--- config.mk ---
export PLATFORM = sky130hd
export DESIGN_NAME = gpu_cmd_sequencer_flat
export DESIGN_NICKNAME = d
export VERILOG_FILES = /design/src/rtl/gpu_cmd_sequencer_if.sv /design/src/rtl/gpu_cmd_sequencer.sv /design/src/flat_wrapper.sv
export SDC_FILE = /design/constraint.sdc
export NUM_CORES = 1
export LEC_CHECK = 0
export BUFFER_PORTS_ARGS = -buffer_cell sky130_fd_sc_hd__buf_2
export CORE_ASPECT_RATIO = 2
export CORE_UTILIZATION = 45
export DETAILED_ROUTE_END_ITERATION = 7
export GPL_ROUTABILITY_DRIVEN = 0
export MAX_ROUTING_LAYER = met4
export PLACE_DENSITY = 0.76
export SLEW_MARGIN = 15
export SYNTH_ARGS = -nofsm -noshare
export SYNTH_HDL_FRONTEND = slang
export SYNTH_SLANG_ARGS = --single-unit
--- constraint.sdc ---
create_clock -name clk -period 1.4 [get_ports clk]
set_input_delay 0.07 -clock clk [delete_from_list [all_inputs] [get_ports clk]]
set_output_delay 0.07 -clock clk [all_outputs]
set_load 0.02 [all_outputs]
--- src/rtl/gpu_cmd_sequencer_if.sv ---
// Command-path bundle between the sequencer, the host command FIFO,
// the rasterizer descriptor port and the framebuffer flush engine.
interface gpu_cmd_sequencer_if;
  logic [31:0] fifo_rdata;
  logic        fifo_empty;
  logic        fifo_read;
  logic        tri_valid;
  logic        tri_ready;
  logic [7:0]  tri_tex;
  logic [15:0] tri_x1;
  logic [15:0] tri_y1;
  logic [15:0] tri_x2;
  logic [15:0] tri_y2;
  logic [15:0] tri_x3;
  logic [15:0] tri_y3;
  logic        flush_start;
  logic        flush_done;

  modport master (
    input  fifo_rdata, fifo_empty, tri_ready, flush_done,
    output fifo_read, tri_valid, tri_tex,
           tri_x1, tri_y1, tri_x2, tri_y2, tri_x3, tri_y3, flush_start
  );

  modport slave (
    output fifo_rdata, fifo_empty, tri_ready, flush_done,
    input  fifo_read, tri_valid, tri_tex,
           tri_x1, tri_y1, tri_x2, tri_y2, tri_x3, tri_y3, flush_start
  );
endinterface

--- src/rtl/gpu_cmd_sequencer.sv ---
// Pops command words from a show-ahead FIFO, assembles draw-triangle descriptors
// for the rasterizer and sequences end-of-frame flushes.
module gpu_cmd_sequencer #(
  parameter int unsigned NUM_TEX = 8,
  parameter int unsigned FRAME_W = 16
) (
  input  logic               clk,
  input  logic               reset,
  gpu_cmd_sequencer_if.master bus,
  output logic [FRAME_W-1:0] frame_count,
  output logic               busy,
  output logic               err_illegal
);

  localparam int unsigned WORD_W = 32;
  localparam int unsigned TEX_W  = 8;
  localparam int unsigned CRD_W  = 16;
  localparam logic [3:0]  OP_NOP  = 4'd0;
  localparam logic [3:0]  OP_DRAW = 4'd1;
  localparam logic [3:0]  OP_EOF  = 4'd2;

  typedef enum logic [2:0] {
    HDR, V1, V2, V3, ISSUE, FLUSH, WAIT_FLUSH
  } state_e;

  state_e                     state_q, state_d;
  logic [TEX_W-1:0]           tex_q, tex_d;
  logic [2:0][WORD_W-1:0]     vtx_q, vtx_d;
  logic [FRAME_W-1:0]         frame_q, frame_d;
  logic                       err_q, err_d;
  logic                       tri_valid_q, tri_valid_d;
  logic                       flush_start_q, flush_start_d;
  logic                       busy_q, busy_d;
  logic                       fifo_read_c;
  logic                       tex_ok_c;
  logic [3:0]                 op_c;

  assign op_c     = bus.fifo_rdata[31:28];
  assign tex_ok_c = (32'(tex_q) < NUM_TEX);

  // Next-state, datapath capture and pop strobe
  always_comb begin
    state_d     = state_q;
    tex_d       = tex_q;
    vtx_d       = vtx_q;
    frame_d     = frame_q;
    err_d       = err_q;
    fifo_read_c = 1'b0;
    unique case (state_q)
      HDR: begin
        if (!bus.fifo_empty) begin
          fifo_read_c = 1'b1;
          unique case (op_c)
            OP_NOP:  state_d = HDR;
            OP_DRAW: begin
              tex_d   = bus.fifo_rdata[TEX_W-1:0];
              state_d = V1;
            end
            OP_EOF:  state_d = FLUSH;
            default: err_d = 1'b1;
          endcase
        end
      end
      V1: begin
        if (!bus.fifo_empty) begin
          fifo_read_c = 1'b1;
          vtx_d[0]    = bus.fifo_rdata;
          state_d     = V2;
        end
      end
      V2: begin
        if (!bus.fifo_empty) begin
          fifo_read_c = 1'b1;
          vtx_d[1]    = bus.fifo_rdata;
          state_d     = V3;
        end
      end
      V3: begin
        // Bad texture still consumes all three vertices to keep the stream aligned
        if (!bus.fifo_empty) begin
          fifo_read_c = 1'b1;
          vtx_d[2]    = bus.fifo_rdata;
          if (tex_ok_c) begin
            state_d = ISSUE;
          end else begin
            err_d   = 1'b1;
            state_d = HDR;
          end
        end
      end
      ISSUE: begin
        if (bus.tri_ready) state_d = HDR;
      end
      FLUSH: state_d = WAIT_FLUSH;
      WAIT_FLUSH: begin
        if (bus.flush_done) begin
          frame_d = frame_q + FRAME_W'(1);
          state_d = HDR;
        end
      end
      default: state_d = HDR;
    endcase
    if (reset) fifo_read_c = 1'b0;
    tri_valid_d   = (state_d == ISSUE);
    flush_start_d = (state_d == FLUSH);
    busy_d        = (state_d != HDR);
  end

  always_ff @(posedge clk) begin
    if (reset) begin
      state_q       <= HDR;
      tex_q         <= '0;
      vtx_q         <= '0;
      frame_q       <= '0;
      err_q         <= 1'b0;
      tri_valid_q   <= 1'b0;
      flush_start_q <= 1'b0;
      busy_q        <= 1'b0;
    end else begin
      state_q       <= state_d;
      tex_q         <= tex_d;
      vtx_q         <= vtx_d;
      frame_q       <= frame_d;
      err_q         <= err_d;
      tri_valid_q   <= tri_valid_d;
      flush_start_q <= flush_start_d;
      busy_q        <= busy_d;
    end
  end

  assign bus.fifo_read   = fifo_read_c;
  assign bus.tri_valid   = tri_valid_q;
  assign bus.tri_tex     = tex_q;
  assign bus.tri_x1      = vtx_q[0][WORD_W-1:CRD_W];
  assign bus.tri_y1      = vtx_q[0][CRD_W-1:0];
  assign bus.tri_x2      = vtx_q[1][WORD_W-1:CRD_W];
  assign bus.tri_y2      = vtx_q[1][CRD_W-1:0];
  assign bus.tri_x3      = vtx_q[2][WORD_W-1:CRD_W];
  assign bus.tri_y3      = vtx_q[2][CRD_W-1:0];
  assign bus.flush_start = flush_start_q;
  assign frame_count     = frame_q;
  assign busy            = busy_q;
  assign err_illegal     = err_q;

endmodule

--- src/flat_wrapper.sv ---
// flat-port wrapper written by rule: the top's interface ports become plain ports
module gpu_cmd_sequencer_flat 
#(
  parameter int unsigned NUM_TEX = 8,
  parameter int unsigned FRAME_W = 16
)
  (clk, reset, frame_count, busy, err_illegal, bus_fifo_rdata, bus_fifo_empty, bus_tri_ready, bus_flush_done, bus_fifo_read, bus_tri_valid, bus_tri_tex, bus_tri_x1, bus_tri_y1, bus_tri_x2, bus_tri_y2, bus_tri_x3, bus_tri_y3, bus_flush_start);
  gpu_cmd_sequencer_if bus_i ();
  input  logic clk;
  input  logic reset;
  output logic [FRAME_W-1:0] frame_count;
  output logic busy;
  output logic err_illegal;
  input wire logic [$bits(bus_i.fifo_rdata)-1:0] bus_fifo_rdata;
  input wire logic [$bits(bus_i.fifo_empty)-1:0] bus_fifo_empty;
  input wire logic [$bits(bus_i.tri_ready)-1:0] bus_tri_ready;
  input wire logic [$bits(bus_i.flush_done)-1:0] bus_flush_done;
  output wire logic [$bits(bus_i.fifo_read)-1:0] bus_fifo_read;
  output wire logic [$bits(bus_i.tri_valid)-1:0] bus_tri_valid;
  output wire logic [$bits(bus_i.tri_tex)-1:0] bus_tri_tex;
  output wire logic [$bits(bus_i.tri_x1)-1:0] bus_tri_x1;
  output wire logic [$bits(bus_i.tri_y1)-1:0] bus_tri_y1;
  output wire logic [$bits(bus_i.tri_x2)-1:0] bus_tri_x2;
  output wire logic [$bits(bus_i.tri_y2)-1:0] bus_tri_y2;
  output wire logic [$bits(bus_i.tri_x3)-1:0] bus_tri_x3;
  output wire logic [$bits(bus_i.tri_y3)-1:0] bus_tri_y3;
  output wire logic [$bits(bus_i.flush_start)-1:0] bus_flush_start;
  assign bus_i.fifo_rdata = bus_fifo_rdata;
  assign bus_i.fifo_empty = bus_fifo_empty;
  assign bus_i.tri_ready = bus_tri_ready;
  assign bus_i.flush_done = bus_flush_done;
  assign bus_fifo_read = bus_i.fifo_read;
  assign bus_tri_valid = bus_i.tri_valid;
  assign bus_tri_tex = bus_i.tri_tex;
  assign bus_tri_x1 = bus_i.tri_x1;
  assign bus_tri_y1 = bus_i.tri_y1;
  assign bus_tri_x2 = bus_i.tri_x2;
  assign bus_tri_y2 = bus_i.tri_y2;
  assign bus_tri_x3 = bus_i.tri_x3;
  assign bus_tri_y3 = bus_i.tri_y3;
  assign bus_flush_start = bus_i.flush_start;
  gpu_cmd_sequencer #(.NUM_TEX(NUM_TEX), .FRAME_W(FRAME_W)) u_core (.clk(clk), .reset(reset), .bus(bus_i), .frame_count(frame_count), .busy(busy), .err_illegal(err_illegal));
endmodule
After elaboration in Yosys (flattened, before gate mapping)
Cells that the tools add are included.
W data, S select, Z words.
{"block": "totals", "regBits": 127, "in_bits": 37, "out_inout_bits": 125, "word_cells": 56}
{"block": "classes", "add_sub_neg": 1, "magnitude_cmp": 1, "eq_ne": 14, "mux": 17, "bitwise_logic": 1, "reduce_logical": 12}
{"cell": "$mux W3", "count": 7}
{"cell": "$pmux W3 S7", "count": 1}
{"cell": "$add A16 B1 Y16 const B", "count": 1}
{"cell": "$eq A3 B3 Y1 const B", "count": 5}
{"cell": "$pmux W3 S3", "count": 1}
{"cell": "$lt A8 B4 Y1 const B", "count": 1}
{"cell": "$ne A2 B2 Y1 const B", "count": 4}
{"cell": "$reduce_and A2 Y1", "count": 4}
{"cell": "$mux W1", "count": 7}
{"cell": "$eq A3 B2 Y1 const B", "count": 2}
{"cell": "$reduce_and A5 Y1", "count": 1}
{"cell": "$eq A4 B1 Y1 const B", "count": 1}
{"cell": "$eq A4 B2 Y1 const B", "count": 1}
{"cell": "$logic_not A4 Y1", "count": 1}
{"cell": "$reduce_or A4 Y1", "count": 1}
{"cell": "$eq A3 B1 Y1 const B", "count": 1}
{"cell": "$logic_not A3 Y1", "count": 1}
{"cell": "$reduce_and A3 Y1", "count": 1}
{"cell": "$reduce_bool A3 Y1", "count": 1}
{"cell": "$reduce_or A3 Y1", "count": 1}
{"cell": "$pmux W1 S2", "count": 1}
{"cell": "$reduce_bool A2 Y1", "count": 1}
{"cell": "$not A1 Y1", "count": 1}

Depth between registers and ports, before layout
{"block": "depth", "ltp_word": 5, "ltp_mapped": 7, "depth_no_buf": 5}

Worst setup path after synthesis
OpenSTA, ideal clock, no wires.
{"block": "synth_timing", "path_type": "flip-flop to flip-flop", "start": "reg u_core.frame_q[0], in the netlist u_core.frame_count[0]", "end": "reg u_core.frame_q[12], in the netlist u_core.frame_count[12]", "setup_ps": 123, "t_arrival_ps": 1582, "required_ps": 1277, "path_slack_ps": -305, "stages_incl_launch_ff": 6, "path_buffers": 0, "period_less_slack_ps": 1705, "cell_sequence": "dfxtp_1 -> ha_1 -> nand2_1 -> nor4_2 -> nand3_1 -> mux2_1"}
{"block": "synth_between", "elab_chain_len": 1}
{"item": "from (decl)", "line_no": "gpu_cmd_sequencer.sv:29", "text": "logic [FRAME_W-1:0] frame_q, frame_d;"}
{"item": "from (signal assigned)", "line_no": "gpu_cmd_sequencer.sv:123", "text": "frame_q <= frame_d;"}
{"item": "$add A16 B1 Y16", "line_no": "gpu_cmd_sequencer.sv:97", "text": "frame_d = frame_q + FRAME_W'(1);"}
No other way between the ends.
A chain may end at the register's enable or synchronous reset.

Worst setup path after layout
{"block": "layout_timing", "start": "reg u_core.state_q[0]", "end": "reg u_core.flush_start_q, in the netlist u_core.bus.flush_start"}
{"block": "layout_between", "elab_chain_len": 4, "word_cells_on_any_way": 16, "cone_classes": "eq/ne: 7; mux: 8; reduce/logical: 1"}
{"item": "from (decl)", "line_no": "gpu_cmd_sequencer.sv:26", "text": "state_e state_q, state_d;"}
{"item": "from (signal assigned)", "line_no": "gpu_cmd_sequencer.sv:120", "text": "state_q <= state_d;"}
{"item": "$pmux W3 S3", "line_no": "gpu_cmd_sequencer.sv:53", "text": "unique case (op_c)"}
{"item": "$mux W3", "line_no": "gpu_cmd_sequencer.sv:51", "text": "if (!bus.fifo_empty) begin"}
{"item": "$pmux W3 S7 *", "line_no": "gpu_cmd_sequencer.sv:49", "text": "unique case (state_q)"}
{"item": "$eq A3 B3 Y1 *", "line_no": "gpu_cmd_sequencer.sv:105", "text": "flush_start_d = (state_d == FLUSH);"}
{"item": "to (signal assigned)", "line_no": "gpu_cmd_sequencer.sv:126", "text": "flush_start_q <= flush_start_d;"}
{"item": "to (decl)", "line_no": "gpu_cmd_sequencer.sv:32", "text": "logic flush_start_q, flush_start_d;"}
Every way passes the cells marked *; elsewhere a longest branch is shown, timed or not.

==> run_results.csv <==
group,metric,value,unit
status,run_status,"complete, but fails checks",
status,violations,"setup timing",
detailed_routing,drcViolationCount,0,
floorplanning,ios,162,
synthesis,post_synth_inst_count,579,
sta,worst_slack,-0.171,ns
synthesis,synth_nets,617,
detailed_routing,vias_per_cell,5.38,
synthesis,synth_top_family_by_area,"simple AND/OR/NAND/NOR gates",
synthesis,synth_mux_area_share,2.40,%
sta,fmax,0.636,GHz
critical_path,crit_path_max_fo,9,
synthesis,synth_top_cells_by_area,"dfxtp_1, nand2_1, a21oi_1",
global_routing,global_route_wire_length_before_repair,24000,µm
power_and_ir_drop,total_power,8.78,mW
finish,fraction_of_final_layout_cells_sized_beyond_drive_strength_1,40.7,%
sta,final_worst_path_cycle_share,112,%
place,place_area,6000,µm²
critical_path,capturing_element_type_of_the_critical_path,"flip-flop",
sta,rsz0062_at_grt,"true",
global_routing,globalRoute.totalOverflow,0,
synthesis,ys_async_sr_fraction,0,%
floorplanning,start_util,46.7,%
critical_path,critical_path.reg2reg.endpoint,"u_core.bus.flush_start",
critical_path,crit_arrival,1.88,ns
synthesis,synth.yosys.seq_area_share,53.6,%
critical_path,regToRegStartpoint,"u_core.state_q[0]",
worst_hold_path,hold_depth,2,
finish,seq_area,2570,µm²
synthesis,synth_enable_flop_cells,0,
detailed_routing,dr.first_iter.drc_count,332,
finish,nFillCells,663,
clock_tree,clock_sink_count,127,
synthesis,syn_area_per_cell,8.19,µm²
synthesis,synth-seq-cells,127,
sta,tightest_slew,0.594,ns
critical_path,worst-r2r-setup-slack,-0.17,ns
critical_path,first_element_of_the_critical_path,"u_core.state_q[0]",
place,post-dp-hpwl,9920,µm
global_routing,global_route.usage.total,30.1,%
sta,worst_slew_slack_as_a_fraction_of_its_limit,59.8,%
power_and_ir_drop,total_power_density_per_cell_area,1150,nW/µm²
detailed_routing,drt-wirelength-per-cell,18.5,µm
finish,finish.net_count,852,
worst_hold_path,hold_crit_path_type,"input port to flip-flop",
global_routing,initial_antenna_violation_count,0,
place,port_buffers,161,
synthesis,synth_compound_gate_area_share,12.7,%
clock_tree,htree_num_levels,4,
synthesis,synth_top_flop_cell,"dfxtp_1",
synthesis,yosys.area_share.xor_xnor,1.66,%
critical_path,worst_setup_path_endpoint,"u_core.bus.flush_start",
synthesis,netlist.top_cell.by_area,"dfxtp_1",
clock_tree,cts.clk_slew.worst_paths,0.05,ns
finish,footprint_of_the_multi_input_gates,2360,µm²
floorplanning,floorplan.die.width,74.6,µm
floorplanning,design.core.area,10100,µm²
clock_tree,worstSkewPairLatency,0.41,ns
power_and_ir_drop,power.leakage,3.38,nW
synthesis,synthDominantCellAreaShare,53.6,%
place,post-place-ws,-0.104,ns
synthesis,synth-adder-area-share,0.264,%
clock_tree,cts-buffers-inserted,17,
flow_run,drv.max_cap_violation_count,0,
floorplanning,fp.dieArea,11000,µm²
finish,area_growth_syn_to_layout,61.8,%
clock_tree,cts.root.buffer_cell,"clkbuf_16",
detailed_routing,drt-pass1-iter-count,5,
finish,finish.utilization,75.6,%
global_routing,grt_max_degree,60,
sta,fin_skew,0.00884,ns
floorplanning,fp.dieH,147,µm
critical_path,criticalPathCategory,"flip-flop to flip-flop",
sta,finalCriticalPeriod,1.57,ns
clock_tree,clockBufferDepth,2,
critical_path,crit_required,1.70,ns
synthesis,synth_cell_types,42,
detailed_routing,drtAntennaViolNets,0,
global_routing,first_global_vias,5006,
finish,n_antenna_cell,0,
clock_tree,clock_tree_from_tritoncts,"yes",
synthesis,post_synth_and_or_nand_nor_area_fraction,25.4,%
detailed_routing,routed-via-count,5174,
sta,finalSetupViolations,116,
power_and_ir_drop,max-vdd-ir-drop,1.23,mV
critical_path,start_kind,"flip-flop",
sta,slew_violations,0,
critical_path,worst_reg2reg_path_length_in_cells,4,
sta,hold_viol,0,
sta,final.setup.tns,-8.20,ns
synthesis,yosysWarningCount,0,
finish,layout.cell_area.non_filler,7670,µm²
detailed_routing,drt-total-wl,17800,µm
floorplanning,fp-row-count,52,
synthesis,syn_area,4740,µm²
## power breakdown
group	internal, mW	total [mW]	switching (mW)
registers	3.64	3.67	0.0271
logic	0.246	0.571	0.325
clock network	2.89	4.54	1.66
## logic make-up after synthesis
group / Yosys count
muxes: 11
and+or+nand+nor: 270
buffers and inverters: 45
AOI/OAI and AO/OA: 116
xor gates and xnor gates: 9
adders and majority gates: 1
DFF: 127
## worst min path at each step
stage / start / endpoint / slack [ns]
floorplan: bus_fifo_rdata[31] / u_core.bus.tri_x1[15] / 0.21
global placement: bus_fifo_rdata[10] / u_core.bus.tri_y2[10] / 0.33
detailed placement: bus_fifo_rdata[12] / u_core.bus.tri_y2[12] / 0.34
CTS: reset / u_core.state_q[0] / 0.01
global route: reset / u_core.frame_count[7] / 0.03
finish: reset / u_core.frame_count[8] / 0.03
## per-layer routing
| layer | track usage, % | share of wire [%] | up-vias |
|---|---|---|---|
| li1 | - | - | 2382 |
| met1 | 28.9 | 34 | 2447 |
| met2 | 51.2 | 54 | 256 |
| met3 | 7.00 | 5.6 | 89 |
| met4 | 20.3 | 6.7 | 0 |
| met5 | - | 0 | - |
## layout make-up
| type | count | share of cell area [%] |
|---|---|---|
| clock buffer | 22 | 6.46 |
| clock inverter | 10 | 1.62 |
| inverter | 5 | 0.245 |
| multi-input combinational | 407 | 30.7 |
| sequential | 127 | 33.6 |
| tap | 135 | 2.20 |
| timing repair buffer | 256 | 25.2 |
## cells in the mapped netlist, types with 3 or more instances
| master | instances |
|---|---|
| and3_1 | 4 |
| nor3_1 | 5 |
| nor4_1 | 3 |
| mux2_1 | 3 |
| inv_1 | 5 |
| o21ai_0 | 5 |
| xnor2_1 | 6 |
| mux2i_1 | 8 |
| clkbuf_1 | 25 |
| nand2b_1 | 3 |
| buf_2 | 13 |
| nor2b_1 | 3 |
| nand2_1 | 199 |
| nand3_1 | 6 |
| dfxtp_1 | 127 |
| nor2_1 | 25 |
| a21oi_1 | 103 |
| nand4_1 | 4 |
| xor2_1 | 3 |
## timing repair
action                                  in CTS  in global routing
gates resized for setup                     25                 82
buffers inserted                             8                  7
hold buffers                                32                  0
endpoints found under the setup margin      80                122
gates cloned                                 2                  9
endpoints found under the hold margin      102                  0
pin swaps                                    8                 41
## placed cells by master (no fill, tap or decap), drive strengths merged, types with 3 or more instances in the layout
cell         instances
nor4                 6
nand2b               3
xnor2                6
buf                218
dlygate4sd3         32
mux2i                8
nor3                 6
a21oi              103
clkinv               4
nand2              199
inv                  7
nand4                4
nor2                25
dfxtp              127
clkbuf              28
nor2b                3
nand3                7
mux2                 3
and3                 4
o21ai                5
xor2                 3
## state kept, by name (all words and copies together) (netlist names)
| name | cells |
|---|---|
| u_core.bus.tri_x1 | 16 |
| u_core.bus.tri_valid | 1 |
| u_core.bus.flush_start | 1 |
| u_core.bus.tri_x2 | 16 |
| u_core.bus.tri_tex | 8 |
| u_core.bus.tri_y3 | 16 |
| u_core.frame_count | 16 |
| u_core.bus.tri_x3 | 16 |
| u_core.err_illegal | 1 |
| u_core.bus.tri_y2 | 16 |
| u_core.bus.tri_y1 | 16 |
| u_core.busy | 1 |
| u_core.state_q | 3 |
## critical path: stages, from the launching register on
cell	delay (ns)
dfxtp_4	0.37
buf_4	0.18
o311ai_1	0.55
a31oi_4	0.17
and3b_1	0.20
## per-stage QoR
| stage | cells | hold slack [ns] |
|---|---|---|
| 2_1_floorplan | 579 | 0.206 |
| 3_3_place_gp | 873 | 0.332 |
| 3_5_place_dp | 873 | 0.342 |
| 4_1_cts | 947 | 0.0123 |
| 5_1_grt | 962 | 0.0321 |
| 6_report | 962 | 0.0276 |
No activity file was read; power rests on OpenSTA's default activity.
